[src/rtl/alu_pkg.sv]
// Shared ALU definitions: function codes, sequencer op codes and controller states.
// Imported by the execute-stage ALU, the sequencer and their testbenches.
package alu_pkg;

  localparam int ALU_W = 8;
  localparam int RES_W = 2 * ALU_W;

  typedef enum logic [3:0] {
    FN_ADD  = 4'b0000,
    FN_ADDC = 4'b0001,
    FN_SUB  = 4'b0010,
    FN_SUBC = 4'b0011,
    FN_AND  = 4'b0100,
    FN_OR   = 4'b0101,
    FN_XOR  = 4'b0110,
    FN_MASK = 4'b0111,
    FN_SHL  = 4'b1000,
    FN_SHR  = 4'b1001,
    FN_ROL  = 4'b1010,
    FN_ROR  = 4'b1011
  } alu_fn_e;

  typedef enum logic [1:0] {
    OP_MUL   = 2'b00,
    OP_ADD16 = 2'b01,
    OP_SUB16 = 2'b10,
    OP_RSVD  = 2'b11
  } seq_op_e;

  typedef enum logic [2:0] {
    S_IDLE = 3'd0,
    S_MUL  = 3'd1,
    S_LO   = 3'd2,
    S_HI   = 3'd3,
    S_DONE = 3'd4
  } seq_state_e;

endpackage

[src/rtl/alu_seq_ctrl_if.sv]
// Request/result handshake between a requester and the multi-cycle ALU sequencer.
// The requester holds its request until start_ready is high.
interface alu_seq_ctrl_if;

  logic        start_valid;
  logic        start_ready;
  logic [1:0]  op;
  logic [15:0] op_a;
  logic [15:0] op_b;
  logic [15:0] res;
  logic        res_cout;
  logic        res_zero;
  logic        res_valid;

  modport master (
    output start_valid, op, op_a, op_b,
    input  start_ready, res, res_cout, res_zero, res_valid
  );

  modport slave (
    input  start_valid, op, op_a, op_b,
    output start_ready, res, res_cout, res_zero, res_valid
  );

endinterface

[src/rtl/alu_seq_ctrl.sv]
// Multi-cycle sequencer driving the shared 8-bit ALU for 8x8 multiply, 16-bit add and
// 16-bit subtract. All ALU inputs are registered so fn, operands and carry-in change together.
module alu_seq_ctrl
  import alu_pkg::*;
(
  input  logic        clk,
  input  logic        rst,
  alu_seq_ctrl_if.slave bus,
  output logic [7:0]  alu_a,
  output logic [7:0]  alu_b,
  output logic [3:0]  alu_fn,
  output logic [2:0]  alu_sc,
  output logic        alu_cin,
  input  logic [7:0]  alu_y,
  input  logic        alu_cout,
  input  logic        alu_zero
);

  seq_state_e  state;
  logic [2:0]  cnt;
  logic [7:0]  mcand;
  logic [7:0]  lo;
  logic [7:0]  a_hi;
  logic [7:0]  b_hi;
  logic        accept;
  logic [15:0] mul_res;
  logic [15:0] add_res;
  logic        unused_alu_zero;

  // The ALU zero flag reflects only one byte, so the 16-bit zero flag is rebuilt here.
  assign unused_alu_zero = alu_zero;

  assign bus.start_ready = (state == S_IDLE) || (state == S_DONE);
  assign accept          = bus.start_valid && bus.start_ready && (bus.op != OP_RSVD);
  assign alu_sc          = 3'd0;

  // Product after the final shift-add step, and the 16-bit sum after the HI byte.
  assign mul_res = {alu_cout, alu_y, lo[7:1]};
  assign add_res = {alu_y, lo};

  // NOTE: all state here uses non-blocking assignments so every flop samples the
  // pre-edge values of the others, matching the hardware regardless of statement order.
  always_ff @(posedge clk) begin
    if (rst) begin
      // NOTE: datapath registers are reset too; the whole block is a handful of
      // flops and a clean post-reset ALU drive matters more than the reset fan-out.
      state         <= S_IDLE;
      cnt           <= 3'd0;
      mcand         <= 8'h00;
      lo            <= 8'h00;
      a_hi          <= 8'h00;
      b_hi          <= 8'h00;
      alu_fn        <= FN_ADD;
      alu_a         <= 8'h00;
      alu_b         <= 8'h00;
      alu_cin       <= 1'b0;
      bus.res       <= 16'h0000;
      bus.res_cout  <= 1'b0;
      bus.res_zero  <= 1'b1;
      bus.res_valid <= 1'b0;
    end else begin
      bus.res_valid <= 1'b0;

      case (state)
        S_IDLE, S_DONE: begin
          if (accept) begin
            alu_cin <= 1'b0;
            if (bus.op == OP_MUL) begin
              state  <= S_MUL;
              cnt    <= 3'd0;
              mcand  <= bus.op_a[7:0];
              lo     <= bus.op_b[7:0];
              alu_fn <= FN_ADD;
              alu_a  <= 8'h00;
              alu_b  <= bus.op_b[0] ? bus.op_a[7:0] : 8'h00;
            end else begin
              state  <= S_LO;
              a_hi   <= bus.op_a[15:8];
              b_hi   <= bus.op_b[15:8];
              alu_fn <= (bus.op == OP_SUB16) ? FN_SUB : FN_ADD;
              alu_a  <= bus.op_a[7:0];
              alu_b  <= bus.op_b[7:0];
            end
          end else begin
            state <= S_IDLE;
          end
        end

        S_MUL: begin
          // alu_a carries the running high byte; lo shifts right taking the sum LSB.
          lo  <= {alu_y[0], lo[7:1]};
          cnt <= cnt + 3'd1;
          if (cnt == 3'd7) begin
            state         <= S_DONE;
            bus.res       <= mul_res;
            bus.res_cout  <= 1'b0;
            bus.res_zero  <= (mul_res == 16'h0000);
            bus.res_valid <= 1'b1;
            alu_fn        <= FN_ADD;
            alu_a         <= 8'h00;
            alu_b         <= 8'h00;
          end else begin
            alu_a <= {alu_cout, alu_y[7:1]};
            alu_b <= lo[1] ? mcand : 8'h00;
          end
        end

        S_LO: begin
          state   <= S_HI;
          lo      <= alu_y;
          alu_fn  <= (alu_fn == FN_SUB) ? FN_SUBC : FN_ADDC;
          alu_a   <= a_hi;
          alu_b   <= b_hi;
          alu_cin <= alu_cout;
        end

        S_HI: begin
          state         <= S_DONE;
          bus.res       <= add_res;
          bus.res_cout  <= alu_cout;
          bus.res_zero  <= (add_res == 16'h0000);
          bus.res_valid <= 1'b1;
          alu_fn        <= FN_ADD;
          alu_a         <= 8'h00;
          alu_b         <= 8'h00;
          alu_cin       <= 1'b0;
        end

        default: begin
          state   <= S_IDLE;
          alu_fn  <= FN_ADD;
          alu_a   <= 8'h00;
          alu_b   <= 8'h00;
          alu_cin <= 1'b0;
        end
      endcase
    end
  end

endmodule

[src/flat_wrapper.sv]
// flat-port wrapper written by rule: the top's interface ports become plain ports
module alu_seq_ctrl_flat import alu_pkg::*;
  (clk, rst, alu_a, alu_b, alu_fn, alu_sc, alu_cin, alu_y, alu_cout, alu_zero, bus_start_valid, bus_op, bus_op_a, bus_op_b, bus_start_ready, bus_res, bus_res_cout, bus_res_zero, bus_res_valid);
  alu_seq_ctrl_if bus_i ();
  input  logic clk;
  input  logic rst;
  output logic [7:0] alu_a;
  output logic [7:0] alu_b;
  output logic [3:0] alu_fn;
  output logic [2:0] alu_sc;
  output logic alu_cin;
  input  logic [7:0] alu_y;
  input  logic alu_cout;
  input  logic alu_zero;
  input wire logic [$bits(bus_i.start_valid)-1:0] bus_start_valid;
  input wire logic [$bits(bus_i.op)-1:0] bus_op;
  input wire logic [$bits(bus_i.op_a)-1:0] bus_op_a;
  input wire logic [$bits(bus_i.op_b)-1:0] bus_op_b;
  output wire logic [$bits(bus_i.start_ready)-1:0] bus_start_ready;
  output wire logic [$bits(bus_i.res)-1:0] bus_res;
  output wire logic [$bits(bus_i.res_cout)-1:0] bus_res_cout;
  output wire logic [$bits(bus_i.res_zero)-1:0] bus_res_zero;
  output wire logic [$bits(bus_i.res_valid)-1:0] bus_res_valid;
  assign bus_i.start_valid = bus_start_valid;
  assign bus_i.op = bus_op;
  assign bus_i.op_a = bus_op_a;
  assign bus_i.op_b = bus_op_b;
  assign bus_start_ready = bus_i.start_ready;
  assign bus_res = bus_i.res;
  assign bus_res_cout = bus_i.res_cout;
  assign bus_res_zero = bus_i.res_zero;
  assign bus_res_valid = bus_i.res_valid;
  alu_seq_ctrl u_core (.clk(clk), .rst(rst), .bus(bus_i), .alu_a(alu_a), .alu_b(alu_b), .alu_fn(alu_fn), .alu_sc(alu_sc), .alu_cin(alu_cin), .alu_y(alu_y), .alu_cout(alu_cout), .alu_zero(alu_zero));
endmodule
[config.mk]
export PLATFORM = sky130hd
export DESIGN_NAME = alu_seq_ctrl_flat
export DESIGN_NICKNAME = d
export VERILOG_FILES = /design/src/rtl/alu_pkg.sv /design/src/rtl/alu_seq_ctrl_if.sv /design/src/rtl/alu_seq_ctrl.sv /design/src/flat_wrapper.sv
export SDC_FILE = /design/constraint.sdc
export NUM_CORES = 1
export LEC_CHECK = 0
export BUFFER_PORTS_ARGS = -buffer_cell sky130_fd_sc_hd__buf_2
export CORE_AREA = 2 2 90 92
export CTS_CLUSTER_DIAMETER = 80
export DETAILED_ROUTE_END_ITERATION = 12
export DIE_AREA = 0 0 92 94
export GPL_TIMING_DRIVEN = 0
export MAX_ROUTING_LAYER = met4
export PLACE_DENSITY = 0.72
export SYNTH_ARGS = -nofsm -noshare
export SYNTH_HDL_FRONTEND = slang
export SYNTH_SLANG_ARGS = --single-unit
[constraint.sdc]
create_clock -name clk -period 1.6 [get_ports clk]
set_input_delay 0.16 -clock clk [delete_from_list [all_inputs] [get_ports clk]]
set_output_delay 0.16 -clock clk [all_outputs]
set_load 0.02 [all_outputs]
==> qor.csv, run 1 <==
metric,value,unit
status,"complete, but fails checks",
failing checks,negative setup slack,
ratio of cells with drive above 1 in the final layout,35.0,%
startpoint types,flop,
R2R depth,7,
Hold Slack,0.0384,ns
Buffers on Ports,83,
post-DR vias/cell,5.88,
global-route wire length before repair,16200,µm
"Top FF cell, synth",dfxtp_1,
TritonRoute pass-1 iters,5,
Worst R2R Start,u_core.cnt[0],
sw power,1.50,mW
Starting Density,45.8,%
Clock Latency Late Sink,0.35,ns
placer congestion estimate,0.936,
min Tclk post-route,1.83,ns
diode count,0,
row count,32,
GR peak layer,met2,
most frequent cells in the layout,"buf_2, dfxtp_1, nor2_1",
RSZ-0062 raised after global routing,true,
mean post-synth cell area,9.18,µm²
asr flop ratio synth,0,%
core box area,7610,µm²
Routed Antenna Nets,0,
Switching Fraction,30.3,%
Hold Buf Count CTS,0,
die height,94,µm
aggregate global-route resource usage,24.7,%
FILL cells,670,
CP peak stage delay,0.38,ns
Die X,92,µm
Finish-stage setup viols,8,
Tot Pwr,4.97,mW
Sink Count,76,
"EDFF count, synth",0,
initial antenna violation count,0,
share of the synthesized area in the top cell type,43.6,%
vias,3505,
Max-Cap Viols,0,
total power per unit cell area,1070,nW/µm²
reg-to-reg critical path endpoint,u_core.alu_b[4],
Crit. Startpoint,u_core.cnt[0],
min setup slack post-route,-0.230,ns
Leak Pwr,1.99,nW
Fin Setup TNS,-1.52,ns
Comb power frac,23.7,%
"Max FO, Critical Path",3,
WL/cell,17.3,µm
Synthesis Warnings,0,
Crit-path slowest cell,or3b_4,
global route overflow,0,
DR DRC count,0,
DPL Wire Length,7550,µm
cts bufs inserted,9,
sequential power share,43.5,%
Max-slew headroom,48.0,%
Slew @ Worst Pin,0.773,ns
pin count of the biggest net entering global routing,14,
multi-input logic area,1960,µm²
crit share post-route,114,%
Total Nets Final,538,
boundary pin count,91,
"leading cell type in the layout, fill and taps excluded",buf_2,
CP cell instances,ha_4 -> ha_4 -> or3b_4 -> nor3b_4 -> buf_4 -> a222oi_1 -> a211oi_2,
Syn Inst Count,380,
clock power share,32.8,%
pre-CTS WS,-0.416,ns
CP Capture Type,flop,
required time of the worst setup path,1.87,ns
root buffer cell,clkbuf_8,
Final Hold Vio Count,0,
area delta synth->final,32.9,%
clock tree buffer depth,2,
total die area,8650,µm²
internal reg-to-reg setup slack,-0.23,ns
Setup crit end,u_core.alu_b[4],
H-tree Lvls,3,
Worst-path clk slew,0.08,ns
sequential area share after synthesis,43.6,%
crit path DAT,2.10,ns
FF/Latch Area,1530,µm²
Max Slew Vio Count,0,
internal power,3.47,mW
Most common cell on crit path,ha_4,
CP Class,reg -> reg,
final WL,10300,µm
Final Core Density,60.9,%
met3 Track Usage GR,3.85,%
cell accounting for the most synthesized area,dfxtp_1,
met1 GRT Util,33.0,%
register bit total from synthesis,76,
number of global-route vias before repair,3205,
clk_skew,0.00619,ns
met2 Use GR,37.8,%
first-iteration detailed-routing DRC count,322,
Max IR drop VDD,0.518,mV
CTS tree,yes,
mapped cell area,3490,µm²
worst hold start,bus_op_a[12],
"top cells by area, synth","dfxtp_1, mux2i_1, nor2_1",
library cells used by synthesis,53,
HP Class,in -> reg,
fmax,0.547,GHz
-- cell usage after synthesis, types with 4 or more instances --
cell type	count
o21ai_0	4
nand3_1	14
a22oi_1	9
nor2_1	42
a221o_1	8
buf_4	6
nor4_1	4
a21oi_1	22
a211oi_2	6
nor3_1	5
clkbuf_1	16
a311oi_1	12
dfxtp_1	76
nand2_1	35
a211oi_1	4
o22a_1	7
a22o_1	8
buf_2	11
a222oi_1	7
o2bb2ai_1	7
o22ai_1	7
mux2i_1	22
and3_1	10
-- metal layers --
layer	wire length [µm]	vias to the layer above
met5	0	-
met4	201	0
met1	4520	1655
met2	4670	186
li1	-	1649
met3	952	15
-- metrics by stage --
| step | instance area (µm²) | cells |
|---|---|---|
| after floorplan | 3530 | 384 |
| after global placement | 4070 | 569 |
| final | 4630 | 596 |
| after detailed placement | 4070 | 569 |
| after CTS | 4490 | 594 |
| after global routing | 4630 | 596 |
-- repair_timing --
item / 4_1_cts / 5_1_grt
buffers inserted: 9 / 3
endpoints found under the setup margin: 72 / 57
gates cloned: 0 / 1
resized for setup: 29 / 33
pin swaps: 7 / 4
-- critical path: cells and delay by family, from the launching register on --
kind                       cells  cell delay [ns]
AOI/OAI and AO/OA              2             0.31
DFF                            1             0.34
and+or+nand+nor                2             0.62
buffers and inverters          1             0.16
adders and majority gates      2             0.31
-- state kept, by name (all words and copies together), names as in the netlist --
register	flops
u_core.cnt	3
u_core.alu_a	8
u_core.state	3
u_core.alu_cin	1
u_core.bus.res_zero	1
u_core.bus.res_cout	1
u_core.bus.res_valid	1
u_core.alu_b	8
u_core.b_hi	8
u_core.mcand	8
u_core.a_hi	8
u_core.lo	8
u_core.alu_fn	2
u_core.bus.res	16
-- power groups by stage --
stage	Sequential, mW	Clock, mW	Combinational, mW
finish	2.16	1.63	1.18
global route	2.18	1.75	1.26
CTS	2.16	1.66	1.11
detailed placement	2.20	0	1.03
global placement	2.19	0	1.02
floorplan	2.24	0	0.650
-- how the worst min path moves through the flow --
stage,end,cells past startpoint
final,u_core.a_hi[4],3
after CTS,u_core.a_hi[6],3
after floorplan,u_core.mcand[0],2
after global placement,u_core.a_hi[6],3
after global routing,u_core.a_hi[4],3
after detailed placement,u_core.a_hi[6],3
-- layout make-up --
cell class | count | share of cell area [%]
inverters | 2 | 0.162
repair buffers | 95 | 11.9
multi-input cells | 271 | 42.3
plain buffers | 34 | 4.94
well taps | 102 | 2.75
flip-flops and latches | 76 | 33.0
clock buffers | 11 | 3.05
clock inverters | 5 | 1.84
-- cell families after synthesis --
group | after synthesis | synth area share (%)
XOR/XNOR | 1 | 0.251
multiplexers | 24 | 6.96
flip-flops | 76 | 43.6
adder cells (fa/ha/maj) | 2 | 0.718
other | 1 | 0.108
AND/OR/NAND/NOR | 126 | 17.7
buffers and inverters | 37 | 5.24
AO/OA/AOI/OAI | 113 | 25.4
Note: power is estimated with default switching activity, not from simulation.
==> run 2, diff against run 1 <==
Settings changed: SETUP_SLACK_MARGIN from default to 0.1.
==> run 2 against run 1 <==
Against the previous run:
- the flow still finishes with violations (negative setup slack)
- core utilization increased by 3.5 points
- global-route usage grew 0.81 points
- highest routed layer unchanged
- combinational power up 14%
==> qor.csv, run 2 (same netlist as run 1, synthesis figures left out) <==
metric,value,unit
hold endpoint,u_core.b_hi[4],
total power per unit cell area,1050,nW/µm²
required time of the worst setup path,1.87,ns
Hold Buf Count CTS,0,
status,"complete, but fails checks",
min setup slack post-route,-0.219,ns
Slew @ Worst Pin,0.777,ns
post-DR vias/cell,5.82,
vias,3532,
Inst Count DP,569,
startpoint types,flop,
crit path DAT,2.08,ns
diode count,0,
"Max FO, Critical Path",5,
"leading cell type in the layout, fill and taps excluded",buf_2,
Tot Pwr,5.15,mW
aggregate global-route resource usage,25.5,%
clock tree buffer depth,2,
Final Hold Vio Count,0,
number of global-route vias before repair,3339,
worst hold start,bus_op_b[12],
clk_skew,0.00532,ns
Max-Cap Viols,0,
Total Nets Final,550,
RSZ-0062 raised after global routing,true,
Leak Pwr,2.09,nW
DPL Wire Length,7590,µm
CP Capture Type,flop,
pin count of the biggest net entering global routing,13,
root buffer cell,clkbuf_8,
post-route insts no fill,607,
DR DRC count,0,
final WL,10900,µm
Worst R2R Start,u_core.cnt[1],
Routed Antenna Nets,0,
H-tree Lvls,3,
WL/cell,18.0,µm
row count,32,
die height,94,µm
failing checks,negative setup slack,
global route overflow,0,
R2R depth,7,
Reg with most FFs,u_core.bus.res,
TritonRoute pass-1 iters,5,
min Tclk post-route,1.82,ns
Buffers on Ports,83,
CP Class,reg -> reg,
Sink Count,76,
Max-slew headroom,47.8,%
placer congestion estimate,0.891,
global-route wire length before repair,16600,µm
internal reg-to-reg setup slack,-0.22,ns
area delta synth->final,40.5,%
most frequent cells in the layout,"buf_2, dfxtp_1, nand2_1",
Max IR drop VDD,0.530,mV
ratio of cells with drive above 1 in the final layout,40.0,%
Max Slew Vio Count,0,
Worst-path clk slew,0.08,ns
initial antenna violation count,0,
cell depth of the worst hold path,3,
core box area,7610,µm²
reg-to-reg critical path endpoint,u_core.alu_b[1],
Die X,92,µm
first-iteration detailed-routing DRC count,253,
Finish-stage setup viols,17,
Clock Latency Late Sink,0.35,ns
HP Class,in -> reg,
Hold Slack,0.0416,ns
total die area,8650,µm²
cts bufs inserted,9,
Starting Density,45.8,%
boundary pin count,91,
crit share post-route,114,%
fmax,0.550,GHz
CTS tree,yes,
max FFs per register,16,
run 2: how the worst max path moves through the flow:
stage	start	to	slack [ns]	cells past startpoint
finish	u_core.cnt[1]	u_core.alu_b[1]	-0.22	7
CTS	u_core.cnt[1]	u_core.alu_b[6]	-0.23	7
detailed placement	u_core.cnt[1]	u_core.alu_b[4]	-0.34	6
global route	u_core.cnt[0]	u_core.alu_b[4]	-0.28	7
floorplan	u_core.cnt[0]	u_core.alu_b[4]	-0.15	6
global placement	u_core.cnt[0]	u_core.alu_b[4]	-0.35	6
run 2: repair_timing:
| action | in CTS | in global routing |
|---|---|---|
| pin swaps | 15 | 22 |
| setup buffers | 13 | 9 |
| gates resized for setup | 41 | 63 |
| hold endpoints to repair | 0 | 0 |
| setup endpoints to repair | 68 | 61 |
| gates cloned | 1 | 3 |
run 2: stage by stage:
stage | setup TNS [ns] | cell area, µm² | setup slack, ns | util [%]
finish | -2.35 | 4900 | -0.219 | 64.4
global route | -3.66 | 4900 | -0.282 | 64.4
CTS | -1.76 | 4590 | -0.229 | 60.3
detailed placement | -8.36 | 4100 | -0.344 | 53.9
global placement | -7.32 | 4100 | -0.347 | 53.9
floorplan | -0.667 | 3560 | -0.149 | -
run 2: layer usage:
layer	vias up	part of all wire (%)	track usage, %
met1	1637	42	31.7
met2	197	46	40.4
met4	0	3.7	12.4
li1	1668	-	-
met5	-	0	-
met3	30	8.4	4.65
run 2: cell type report:
| cell class | count | area, µm² |
|---|---|---|
| fill | 650 | 2710 |
| inverter | 2 | 7.51 |
| clock inverter | 4 | 72.6 |
| tap | 102 | 128 |
| timing repair buffer | 107 | 671 |
| sequential | 76 | 1530 |
| multi-input combinational | 272 | 2080 |
| buffer | 33 | 260 |
| clock buffer | 11 | 151 |
run 2: worst max-delay path, cell delays in order (launching register included):
cell and delay (ns):
dfxtp_2 0.34, ha_4 0.16, ha_4 0.15, or3b_4 0.39
nor3b_4 0.23, buf_6 0.16, a222oi_1 0.08, a211oi_2 0.23
run 2: power breakdown:
part | total (mW) | internal [mW] | switching, mW
Combinational | 1.34 | 0.612 | 0.733
Clock | 1.64 | 0.952 | 0.690
Sequential | 2.17 | 2.03 | 0.132
==> run 3, diff against run 2 <==
Settings changed: CELL_PAD_IN_SITES_DETAIL_PLACEMENT from default to 1, CELL_PAD_IN_SITES_GLOBAL_PLACEMENT from default to 1, CORE_AREA 2 2 90 92 to 2 2 103 105, DIE_AREA 0 0 92 94 to 0 0 105 107, PLACE_DENSITY 0.72 to 0.73.
==> run 3 against run 2 <==
Against the previous run:
- the flow still finishes with violations (negative setup slack)
- sequential power barely moved
- global-route usage fell by 1.9 points
- first-iteration DRC count fell by 26%
- sequential cell count did not move
- hold slack got worse by 0.0058 ns
- clock skew rose by 0.0043 ns
- largest cell class unchanged
- highest routed layer unchanged
==> qor.csv, run 3 (same netlist as run 1, synthesis figures left out) <==
metric,value,unit
Max-slew headroom,48.0,%
number of global-route vias before repair,3665,
post-DR vias/cell,5.58,
Crit. Startpoint,u_core.cnt[1],
cts bufs inserted,9,
Leak Pwr,2.11,nW
root buffer cell,clkbuf_8,
min setup slack post-route,-0.224,ns
Hold Slack,0.0359,ns
Worst R2R Start,u_core.cnt[1],
TritonRoute pass-1 iters,6,
post-route insts no fill,645,
Buffers on Ports,83,
Reg with most FFs,u_core.bus.res,
Die X,105,µm
initial antenna violation count,0,
Inst Count DP,603,
required time of the worst setup path,1.89,ns
Sink Count,76,
internal reg-to-reg setup slack,-0.22,ns
HP Class,in -> reg,
"leading cell type in the layout, fill and taps excluded",buf_2,
Total Nets Final,553,
CP Class,reg -> reg,
Routed Antenna Nets,0,
worst hold start,bus_op_b[8],
Final Hold Vio Count,0,
pre-CTS WS,-0.433,ns
crit share post-route,114,%
die height,107,µm
clock tree buffer depth,2,
Starting Density,34.6,%
total die area,11200,µm²
Finish-stage setup viols,18,
R2R depth,8,
failing checks,negative setup slack,
placer congestion estimate,0.859,
most frequent cells in the layout,"buf_2, dfxtp_1, nand2_1",
global route overflow,0,
DPL Wire Length,9030,µm
ratio of cells with drive above 1 in the final layout,41.3,%
Hold Buf Count CTS,0,
startpoint types,flop,
vias,3599,
H-tree Lvls,3,
fmax,0.548,GHz
final WL,12900,µm
status,"complete, but fails checks",
area delta synth->final,42.2,%
crit path DAT,2.11,ns
Slew @ Worst Pin,0.780,ns
max FFs per register,16,
Clock Latency Late Sink,0.35,ns
RSZ-0062 raised after global routing,true,
Max Slew Vio Count,0,
Worst-path clk slew,0.08,ns
Tot Pwr,5.11,mW
reg-to-reg critical path endpoint,u_core.alu_b[0],
core box area,10100,µm²
first-iteration detailed-routing DRC count,187,
aggregate global-route resource usage,23.6,%
Max IR drop VDD,0.429,mV
global-route wire length before repair,19900,µm
hold endpoint,u_core.b_hi[0],
DR DRC count,0,
boundary pin count,91,
cell depth of the worst hold path,3,
Max-Cap Viols,0,
total power per unit cell area,1030,nW/µm²
clk_skew,0.00958,ns
pin count of the biggest net entering global routing,13,
"Max FO, Critical Path",7,
CP Capture Type,flop,
FILL cells,1231,
diode count,0,
CTS tree,yes,
row count,37,
WL/cell,19.9,µm
Final Core Density,49.1,%
min Tclk post-route,1.82,ns
## run 3: layout make-up
class                           count  area, µm²  share of cell area (%)
Buffer                             33        288                    5.80
Sequential cell                    76       1530                    30.9
Clock inverter                      4       47.5                   0.959
Multi-Input combinational cell    271       2090                    42.1
Tap cell                          136        170                    3.43
Timing Repair Buffer              111        672                    13.5
Clock buffer                       12        155                    3.13
Inverter                            2       7.51                   0.151
## run 3: critical path, cell delays in order (launching register included)
cell	delay [ns]
dfxtp_2	0.34
ha_4	0.16
ha_4	0.15
or3b_4	0.39
nor3b_4	0.20
buf_6	0.15
buf_4	0.12
a222oi_1	0.09
o21ai_1	0.15
## run 3: repair_timing
action | in CTS | in global routing
gates cloned | 0 | 1
pin swaps | 12 | 24
gates resized for setup | 54 | 62
setup endpoints to repair | 72 | 67
buffers inserted | 17 | 10
## run 3: how the worst max path moves through the flow
stage / to / cells after the start / slack (ns)
floorplan: u_core.alu_b[4] / 6 / -0.15
global placement: u_core.alu_b[4] / 6 / -0.37
detailed placement: u_core.alu_b[4] / 6 / -0.43
CTS: u_core.alu_b[4] / 7 / -0.21
global route: u_core.alu_b[0] / 8 / -0.32
finish: u_core.alu_b[0] / 8 / -0.22
## run 3: routing by layer
| layer | vias up | global-route usage [%] | part of all wire, % |
|---|---|---|---|
| met4 | 0 | 8.48 | 2.0 |
| li1 | 1673 | - | - |
| met2 | 124 | 39.1 | 50 |
| met3 | 18 | 4.98 | 5.1 |
| met1 | 1784 | 28.5 | 43 |
| met5 | - | - | 0 |
## run 3: report_power, final
part | internal [mW] | switching, mW
clock network | 0.802 | 0.724
registers | 2.03 | 0.134
logic | 0.639 | 0.779
total | 3.48 | 1.64
## run 3: through the flow
| stage | instance area [µm²] | TNS [ns] |
|---|---|---|
| 2_1_floorplan | 3560 | -0.667 |
| 5_1_grt | 4960 | -4.18 |
| 6_report | 4960 | -1.68 |
| 4_1_cts | 4670 | -1.46 |
| 3_5_place_dp | 4140 | -10.58 |
| 3_3_place_gp | 4140 | -8.26 |
